## src/rtl/pipelined_adder_if.sv

```systemverilog
// Operand-issue / writeback handshake bundle for the pipelined add/subtract unit.
// Vectors are [0:WIDTH-1], so bit 0 is the MSB.
interface pipelined_adder_if #(
  parameter int WIDTH = 32
);
  logic             in_valid;
  logic             in_ready;
  logic [0:WIDTH-1] in1;
  logic [0:WIDTH-1] in2;
  logic             cin;
  logic             sub;
  logic             out_valid;
  logic             out_ready;
  logic [0:WIDTH-1] out;
  logic             cout;
  logic             ovf;

  modport master (
    output in_valid, in1, in2, cin, sub, out_ready,
    input  in_ready, out_valid, out, cout, ovf
  );

  modport slave (
    input  in_valid, in1, in2, cin, sub, out_ready,
    output in_ready, out_valid, out, cout, ovf
  );
endinterface

```

## src/rtl/pipelined_adder.sv

```systemverilog
// Pipelined add/subtract: a capture rank followed by one CHUNK-bit carry slice per stage,
// with the carry registered between stages and a global stall on output backpressure.
module pipelined_adder #(
  parameter int WIDTH = 32,
  parameter int CHUNK = 8
) (
  input  logic               clk,
  input  logic               rst_n,
  pipelined_adder_if.slave   bus
);
  localparam int STAGES = WIDTH / CHUNK;

  // Rank 0 is the capture register; rank k+1 holds the beat after slice k has been added.
  logic [0:WIDTH-1] a_q   [0:STAGES-1];
  logic [0:WIDTH-1] b_q   [0:STAGES-1];
  logic [0:WIDTH-1] r_q   [0:STAGES];
  logic             c_q   [0:STAGES];
  logic             v_q   [0:STAGES];
  logic [CHUNK:0]   sum_c [0:STAGES-1];
  logic             ovf_q;
  logic             advance;
  logic             c_msb;
  logic             ovf_n;

  always_comb begin
    for (int k = 0; k < STAGES; k++) begin
      sum_c[k] = {1'b0, a_q[k][WIDTH-CHUNK*(k+1) +: CHUNK]}
               + {1'b0, b_q[k][WIDTH-CHUNK*(k+1) +: CHUNK]}
               + {{CHUNK{1'b0}}, c_q[k]};
    end
  end

  // Carry into the MSB is recovered from the MSB sum bit and its operand bits.
  assign c_msb   = sum_c[STAGES-1][CHUNK-1] ^ a_q[STAGES-1][0] ^ b_q[STAGES-1][0];
  assign ovf_n   = c_msb ^ sum_c[STAGES-1][CHUNK];
  assign advance = !(v_q[STAGES] && !bus.out_ready);

  always_ff @(posedge clk) begin
    if (!rst_n) begin
      for (int k = 0; k <= STAGES; k++) begin
        v_q[k] <= 1'b0;
        c_q[k] <= 1'b0;
        r_q[k] <= '0;
      end
      for (int k = 0; k < STAGES; k++) begin
        a_q[k] <= '0;
        b_q[k] <= '0;
      end
      ovf_q <= 1'b0;
    end else if (advance) begin
      // Bubbles carry zero data so idle ranks never show stale operands.
      v_q[0] <= bus.in_valid;
      a_q[0] <= bus.in_valid ? bus.in1 : '0;
      b_q[0] <= bus.in_valid ? (bus.sub ? ~bus.in2 : bus.in2) : '0;
      c_q[0] <= bus.in_valid & (bus.sub | bus.cin);
      r_q[0] <= '0;
      for (int k = 0; k < STAGES; k++) begin
        v_q[k+1] <= v_q[k];
        c_q[k+1] <= sum_c[k][CHUNK];
        r_q[k+1] <= r_q[k];
        r_q[k+1][WIDTH-CHUNK*(k+1) +: CHUNK] <= sum_c[k][CHUNK-1:0];
      end
      for (int k = 0; k < STAGES - 1; k++) begin
        a_q[k+1] <= a_q[k];
        b_q[k+1] <= b_q[k];
      end
      ovf_q <= ovf_n;
    end
  end

  assign bus.in_ready  = advance;
  assign bus.out_valid = v_q[STAGES];
  assign bus.out       = r_q[STAGES];
  assign bus.cout      = c_q[STAGES];
  assign bus.ovf       = ovf_q;
endmodule

```

## src/flat_wrapper.sv

```systemverilog
// flat-port wrapper written by rule: the top's interface ports become plain ports
module pipelined_adder_flat 
#(
  parameter int WIDTH = 32,
  parameter int CHUNK = 8
)
  (clk, rst_n, bus_in_valid, bus_in1, bus_in2, bus_cin, bus_sub, bus_out_ready, bus_in_ready, bus_out_valid, bus_out, bus_cout, bus_ovf);
  pipelined_adder_if #(.WIDTH(WIDTH)) bus_i ();
  input  logic clk;
  input  logic rst_n;
  input wire logic [$bits(bus_i.in_valid)-1:0] bus_in_valid;
  input wire logic [$bits(bus_i.in1)-1:0] bus_in1;
  input wire logic [$bits(bus_i.in2)-1:0] bus_in2;
  input wire logic [$bits(bus_i.cin)-1:0] bus_cin;
  input wire logic [$bits(bus_i.sub)-1:0] bus_sub;
  input wire logic [$bits(bus_i.out_ready)-1:0] bus_out_ready;
  output wire logic [$bits(bus_i.in_ready)-1:0] bus_in_ready;
  output wire logic [$bits(bus_i.out_valid)-1:0] bus_out_valid;
  output wire logic [$bits(bus_i.out)-1:0] bus_out;
  output wire logic [$bits(bus_i.cout)-1:0] bus_cout;
  output wire logic [$bits(bus_i.ovf)-1:0] bus_ovf;
  assign bus_i.in_valid = bus_in_valid;
  assign bus_i.in1 = bus_in1;
  assign bus_i.in2 = bus_in2;
  assign bus_i.cin = bus_cin;
  assign bus_i.sub = bus_sub;
  assign bus_i.out_ready = bus_out_ready;
  assign bus_in_ready = bus_i.in_ready;
  assign bus_out_valid = bus_i.out_valid;
  assign bus_out = bus_i.out;
  assign bus_cout = bus_i.cout;
  assign bus_ovf = bus_i.ovf;
  pipelined_adder #(.WIDTH(WIDTH), .CHUNK(CHUNK)) u_core (.clk(clk), .rst_n(rst_n), .bus(bus_i));
endmodule
```

## config.mk

```make
export PLATFORM = sky130hd
export DESIGN_NAME = pipelined_adder_flat
export DESIGN_NICKNAME = d
export VERILOG_FILES = /design/src/rtl/pipelined_adder_if.sv /design/src/rtl/pipelined_adder.sv /design/src/flat_wrapper.sv
export SDC_FILE = /design/constraint.sdc
export NUM_CORES = 1
export LEC_CHECK = 0
export ABC_AREA = 1
export CORE_MARGIN = 2
export CORE_UTILIZATION = 35
export DETAILED_ROUTE_END_ITERATION = 16
export GPL_TIMING_DRIVEN = 0
export PLACE_DENSITY = 0.64
export SETUP_SLACK_MARGIN = 0.4
export SYNTH_ARGS = -nofsm -noshare
export SYNTH_HDL_FRONTEND = slang
export SYNTH_SLANG_ARGS = --single-unit
```

## constraint.sdc

```tcl
create_clock -name clk -period 7.1 [get_ports clk]
set_clock_uncertainty 0.2 [all_clocks]
set_input_delay 1.42 -clock clk [delete_from_list [all_inputs] [get_ports clk]]
set_output_delay 1.42 -clock clk [all_outputs]
set_load 0.03 [all_outputs]
```

-- After elaboration in Yosys (flattened, before gate mapping)
Memories as Yosys holds them, arrays and structs flattened.
Cells that the tools add are included.
- flip-flop bits (word level): 1
- bits in writable memories: 426
- input port bits: 70
- output and inout port bits: 36
- word-level logic and storage cells: 84
- memories kept: 5
- add/sub/neg operators: 8
- muxes and demuxes: 34
- bitwise gates (word level): 33
- reductions and logical operators: 3
- memories (name ; words ; width ; rd ports ; clocked after Yosys merged registers in ; write ports ; RTL line ; source):
    u_core.r_q ; 5 ; 32 ; 5 ; 0 ; 5 ; pipelined_adder.sv:16 ; logic [0:WIDTH-1] r_q [0:STAGES];
    u_core.a_q ; 4 ; 32 ; 4 ; 0 ; 4 ; pipelined_adder.sv:14 ; logic [0:WIDTH-1] a_q [0:STAGES-1];
    u_core.b_q ; 4 ; 32 ; 4 ; 0 ; 4 ; pipelined_adder.sv:15 ; logic [0:WIDTH-1] b_q [0:STAGES-1];
    u_core.c_q ; 5 ; 1 ; 5 ; 0 ; 5 ; pipelined_adder.sv:17 ; logic c_q [0:STAGES];
    u_core.v_q ; 5 ; 1 ; 5 ; 0 ; 5 ; pipelined_adder.sv:18 ; logic v_q [0:STAGES];
- operator list (cell ; count):
    32-bit 2-to-1 mux ; 16
    8-bit by 8-bit adder with 9-bit output ; 4
    9-bit by 1-bit adder with 9-bit output ; 4
    8-bit 2-to-1 mux ; 4
    32-bit NOT ; 1
    1-bit OR ; 28
    1-bit 2-to-1 mux ; 14
    1-bit bitwise XOR ; 3
    1-bit logical NOT ; 2
    1-bit bitwise AND ; 1
    1-bit logical AND ; 1

-- Depth between registers and ports, before layout
- depth after elaboration: 7
- mapped depth: 11
- gate-level depth less buffers: 11

-- Worst setup path after synthesis
OpenSTA, ideal clock, no wires.
- kind: input -> register
- start point: input port bus_out_ready
- end point: memory u_core.a_q[0][0] (netlist bit), enable pin
- setup time: 1.919 ns
- data arrival time: 5.831 ns
- data required time: 4.981 ns
- path slack: -0.851 ns
- cell stages on the path: 4
- buffers on the path: 0
- path through: inv_1 -> nand2_1 -> inv_1 -> nand2_1
- RTL lines (item ; RTL line ; source):
    start, declared ; flat_wrapper.sv:16 ; input wire logic [$bits(bus_i.out_ready)-1:0] bus_out_ready;
    end, declared ; pipelined_adder.sv:14 ;

-- Worst setup path in the final report
- start point: input port bus_out_ready
- end point: output port bus_in_ready
- word-level cells in the longest chain between the ends: 3
- RTL lines (item ; RTL line ; source):
    1-bit logical NOT ; pipelined_adder.sv:36 ; assign advance = !(v_q[STAGES] && !bus.out_ready);
    1-bit logical AND ; pipelined_adder.sv:36 ;
    1-bit logical NOT ; pipelined_adder.sv:36 ;
    end, declared ; flat_wrapper.sv:17 ; output wire logic [$bits(bus_i.in_ready)-1:0] bus_in_ready;
Every way passes these cells.

==> PnR_summary.wiki <==
{| class="wikitable"
! Metric !! Value
|-
| Run status || finished, final reports clean
|-
| Placement row count || 65
|-
| Crit path capture type || output pin
|-
| Global-route wire length before repair || 30530 microns
|-
| Crit Path Max Fanout || 3
|-
| Post-Synth XOR/XNOR Area || 2.766%
|-
| Top cell types by occurrence after synthesis || 250 x sky130_fd_sc_hd__edfxtp_1, 229 x sky130_fd_sc_hd__nor2_1, 225 x sky130_fd_sc_hd__inv_1, 47 x sky130_fd_sc_hd__nand2_1, 43 x sky130_fd_sc_hd__a21oi_1
|-
| Total of endpoints with negative setup slack in the final report || 0
|-
| #FFs+latches synth || 251
|-
| Post-Synth Adder-Cell Area || 4.606%
|-
| Average cell area after synthesis || 11.49 sq um
|-
| Placer congestion estimate || 0.8270
|-
| Via density || 4.215
|-
| Max Buffers Root-to-Sink || 3
|-
| Share of flip-flops with an asynchronous set or reset after synthesis || 0%
|-
| Clock tree from TritonCTS || built
|-
| Floorplan die height || 182.0 microns
|-
| Largest cells by area after synthesis || sky130_fd_sc_hd__edfxtp_1 68%, sky130_fd_sc_hd__nor2_1 7.8%, sky130_fd_sc_hd__inv_1 7.6%
|-
| Die outline area || 0.03311 sq mm
|-
| Worst setup path startpoint || bus_out_ready
|-
| R2r worst-path depth || 9
|-
| Count of flip-flops with a built-in enable after synthesis || 250
|-
| Kind of launch point of the worst setup path || input port
|-
| HPWL after DPL || 13250 microns
|-
| Maximum clock frequency || 232.9 MHz
|-
| Number of antenna violations at the first check in global routing || 0
|-
| Max-capacitance violation count || 0
|-
| Via count || 6411
|-
| Most common cell in the netlist || sky130_fd_sc_hd__edfxtp_1
|-
| RR Startpoint || u_core.c_q[0][3]
|-
| Antenna-violating nets left || 0
|-
| Main combinational cell family by area after synthesis || simple AND/OR/NAND/NOR gates
|-
| Total Routing Usage GR || 11.51%
|-
| Critical path class || input port to output pin
|-
| Overflow after GRT || 0
|-
| Clock network latency to the later pin of the worst-skew pair || 0.52 ns
|-
| Library cell occupying the most area in the post-synthesis netlist || sky130_fd_sc_hd__edfxtp_1
|-
| Post-place instance area || 0.01270 sq mm
|-
| Boundary Pins || 106
|-
| Starting utilization of the core area || 35.30%
|-
| Horiz. Die Dim || 182.0 microns
|-
| Setup repair after global routing missed its margin || no
|-
| Slew @ Worst Pin || 0.6872 ns
|-
| Initial DRC count || 306
|-
| Post-CTS clock slew at the launch and capture registers of the worst setup and hold paths || 0.06 ns
|-
| Portion of synthesized cell area occupied by the leading cell type || 67.74%
|-
| Share of cells above drive strength 1 || 7.507%
|-
| Final-layout setup total negative slack || 0 ns
|-
| Design Power || 0.003201 W
|-
| Cell count after placement || 1473
|-
| Minimum setup slack among reg-to-reg paths || 4.56 ns
|-
| Final Instance Area || 0.01350 sq mm
|-
| Count of cells along the worst hold path || 2
|-
| Path category of the worst min-delay check || flip-flop to flip-flop
|-
| Core ar. || 0.03139 sq mm
|-
| Final Instance Count excl. Fillers || 1521
|-
| Final period utilization || 60.46%
|-
| Simple-Gate Fraction of Synth Area || 11.12%
|-
| Worst endpoint required time || 5.48 ns
|-
| Most used DFF post-synth || sky130_fd_sc_hd__edfxtp_1
|-
| Sequential share of the synthesized area || 67.92%
|-
| Pin count of the biggest net entering global routing || 129
|-
| Layout area overhead || 21.81%
|-
| Post-CTS setup repair buffer count || 0
|-
| Slew margin rel. || 54.18%
|-
| Drt drc || 0
|-
| Worst r2r dst || u_core.r_q[4][30]
|-
| Worst min-delay path endpoint || u_core.bus.ovf
|-
| Tmin final || 4.293 ns
|-
| Antenna diodes || 0
|-
| Vias in the first global route || 6347
|-
| Yosys Warn Count || 0
|-
| Arrival time at the worst endpoint || 2.67 ns
|-
| Post-layout net count || 1205
|-
| Power per standard cell area || 237.1 mW/mm^2
|-
| Syn Nets || 1071
|-
| Post-Syn Instances || 965
|-
| First drt pass iteration count || 4
|-
| Synthesized-area fraction occupied by ao, oa, aoi and oai cells || 3.782%
|-
| Routed len/inst || 12.41 microns
|-
| Count of cell types in the netlist || 27
|-
| Hold Vio Cnt, Final || 0
|-
| Number of buffers added to fix hold violations after cts || 0
|-
| Total wirelength of the detailed-routed design || 18880 microns
|-
| Count of pins over their slew limit || 0
|-
| Root buffer selected by CTS || sky130_fd_sc_hd__clkbuf_16
|-
| Worst-case vdd ir drop || 0.1829 mV
|-
| Lkg Pwr || 5.646 nW
|-
| Total standard cell area after synthesis || 0.01108 sq mm
|-
| Multiplexer area fraction after synthesis || 0%
|-
| Buffers on Ports || 104
|-
| TritonCTS Buffers || 26
|-
| Number of resized instances in the post-cts repair step || 0
|-
| Start point of the worst min-delay path || u_core.bus.ovf
|-
| Clock Sinks || 251
|-
| H-tree Lvls || 1
|}
==> report_power, final <==
part / internal (W) / switching, W / total, W
clock network: 0.000728 / 0.000537 / 0.00127
registers: 0.00169 / 0.0000181 / 0.00171
logic: 0.000103 / 0.000126 / 0.000229
==> stage by stage <==
| step | hold WS [ns] | utilization, % | setup WS [ns] |
|---|---|---|---|
| CTS | 0.2882 | 43.01 | 2.802 |
| finish | 0.2844 | 43.01 | 2.807 |
| detailed placement | 0.2782 | 40.45 | 2.800 |
| global placement | 0.2646 | 40.23 | 0.2976 |
| global route | 0.3185 | 43.01 | 2.734 |
| floorplan | 0.3191 | - | 1.613 |
==> placed cells by master (no fill, tap or decap), types with 2 or more instances in the layout <==
cell	synthesis	layout
sky130_fd_sc_hd__ha_1	28	28
sky130_fd_sc_hd__inv_2	2	2
sky130_fd_sc_hd__nand3_1	16	16
sky130_fd_sc_hd__o21ai_1	6	6
sky130_fd_sc_hd__nand3_2	3	3
sky130_fd_sc_hd__nor3_1	6	6
sky130_fd_sc_hd__nand4_1	3	3
sky130_fd_sc_hd__clkdlybuf4s50_1	0	104
sky130_fd_sc_hd__buf_2	17	17
sky130_fd_sc_hd__buf_16	0	2
sky130_fd_sc_hd__nand2_2	6	6
sky130_fd_sc_hd__edfxtp_1	250	250
sky130_fd_sc_hd__xnor2_1	33	33
sky130_fd_sc_hd__fa_1	8	8
sky130_fd_sc_hd__clkbuf_16	0	27
sky130_fd_sc_hd__buf_4	2	2
sky130_fd_sc_hd__nor2_1	229	229
sky130_fd_sc_hd__buf_6	12	12
sky130_fd_sc_hd__inv_1	225	225
sky130_fd_sc_hd__a21oi_1	43	43
sky130_fd_sc_hd__clkinv_2	0	6
sky130_fd_sc_hd__xor2_1	2	2
sky130_fd_sc_hd__clkinv_1	0	8
sky130_fd_sc_hd__o21ai_0	13	13
sky130_fd_sc_hd__a221oi_1	3	3
sky130_fd_sc_hd__a211oi_1	3	3
sky130_fd_sc_hd__o21bai_1	3	3
sky130_fd_sc_hd__nand2_1	47	46
sky130_fd_sc_hd__clkbuf_1	0	3
sky130_fd_sc_hd__a31oi_1	2	2
==> final cells by class <==
class | count | area (sq um)
Tap cell | 402 | 503.0
Clock inverter | 18 | 115.1
Clock buffer | 30 | 686.9
Fill cell | 2925 | 17890
Buffer | 31 | 235.2
Multi-Input combinational cell | 456 | 2485
Sequential cell | 251 | 7527
Inverter | 227 | 852.1
Timing Repair Buffer | 106 | 1096
==> state kept, by name, indices dropped and copies added (netlist names) <==
name / flops
u_core.a_q: 80
u_core.b_q: 80
u_core.bus.ovf: 1
u_core.c_q: 5
u_core.r_q: 80
u_core.v_q: 5
==> metal layers <==
metal | part of all wire, % | GRT usage, %
met5 | 0 | 0
met4 | 3.4 | 4.581
met3 | 5.1 | 2.347
met2 | 47 | 19.79
met1 | 44 | 14.27
==> worst max-delay path: stages <==
cell and delay, ns:
sky130_fd_sc_hd__clkdlybuf4s50_1 0.46, sky130_fd_sc_hd__inv_1 0.04, sky130_fd_sc_hd__nand2_1 0.08, sky130_fd_sc_hd__clkdlybuf4s50_1 0.67
==> cells by family after synthesis <==
kind of cell / count (synthesis)
flip-flops: 251
buffers and inverters: 258
adder cells (fa/ha/maj): 36
AND/OR/NAND/NOR: 310
XOR/XNOR: 35
AO/OA/AOI/OAI: 75
==> worst max-delay path by stage <==
stage	endpoint
after detailed placement	bus_in_ready
after CTS	bus_in_ready
after global placement	u_core.a_q[0][10]
after global routing	bus_in_ready
final	bus_in_ready
after floorplan	u_core.a_q[0][0]
Note: power is estimated with default switching activity, not from simulation.
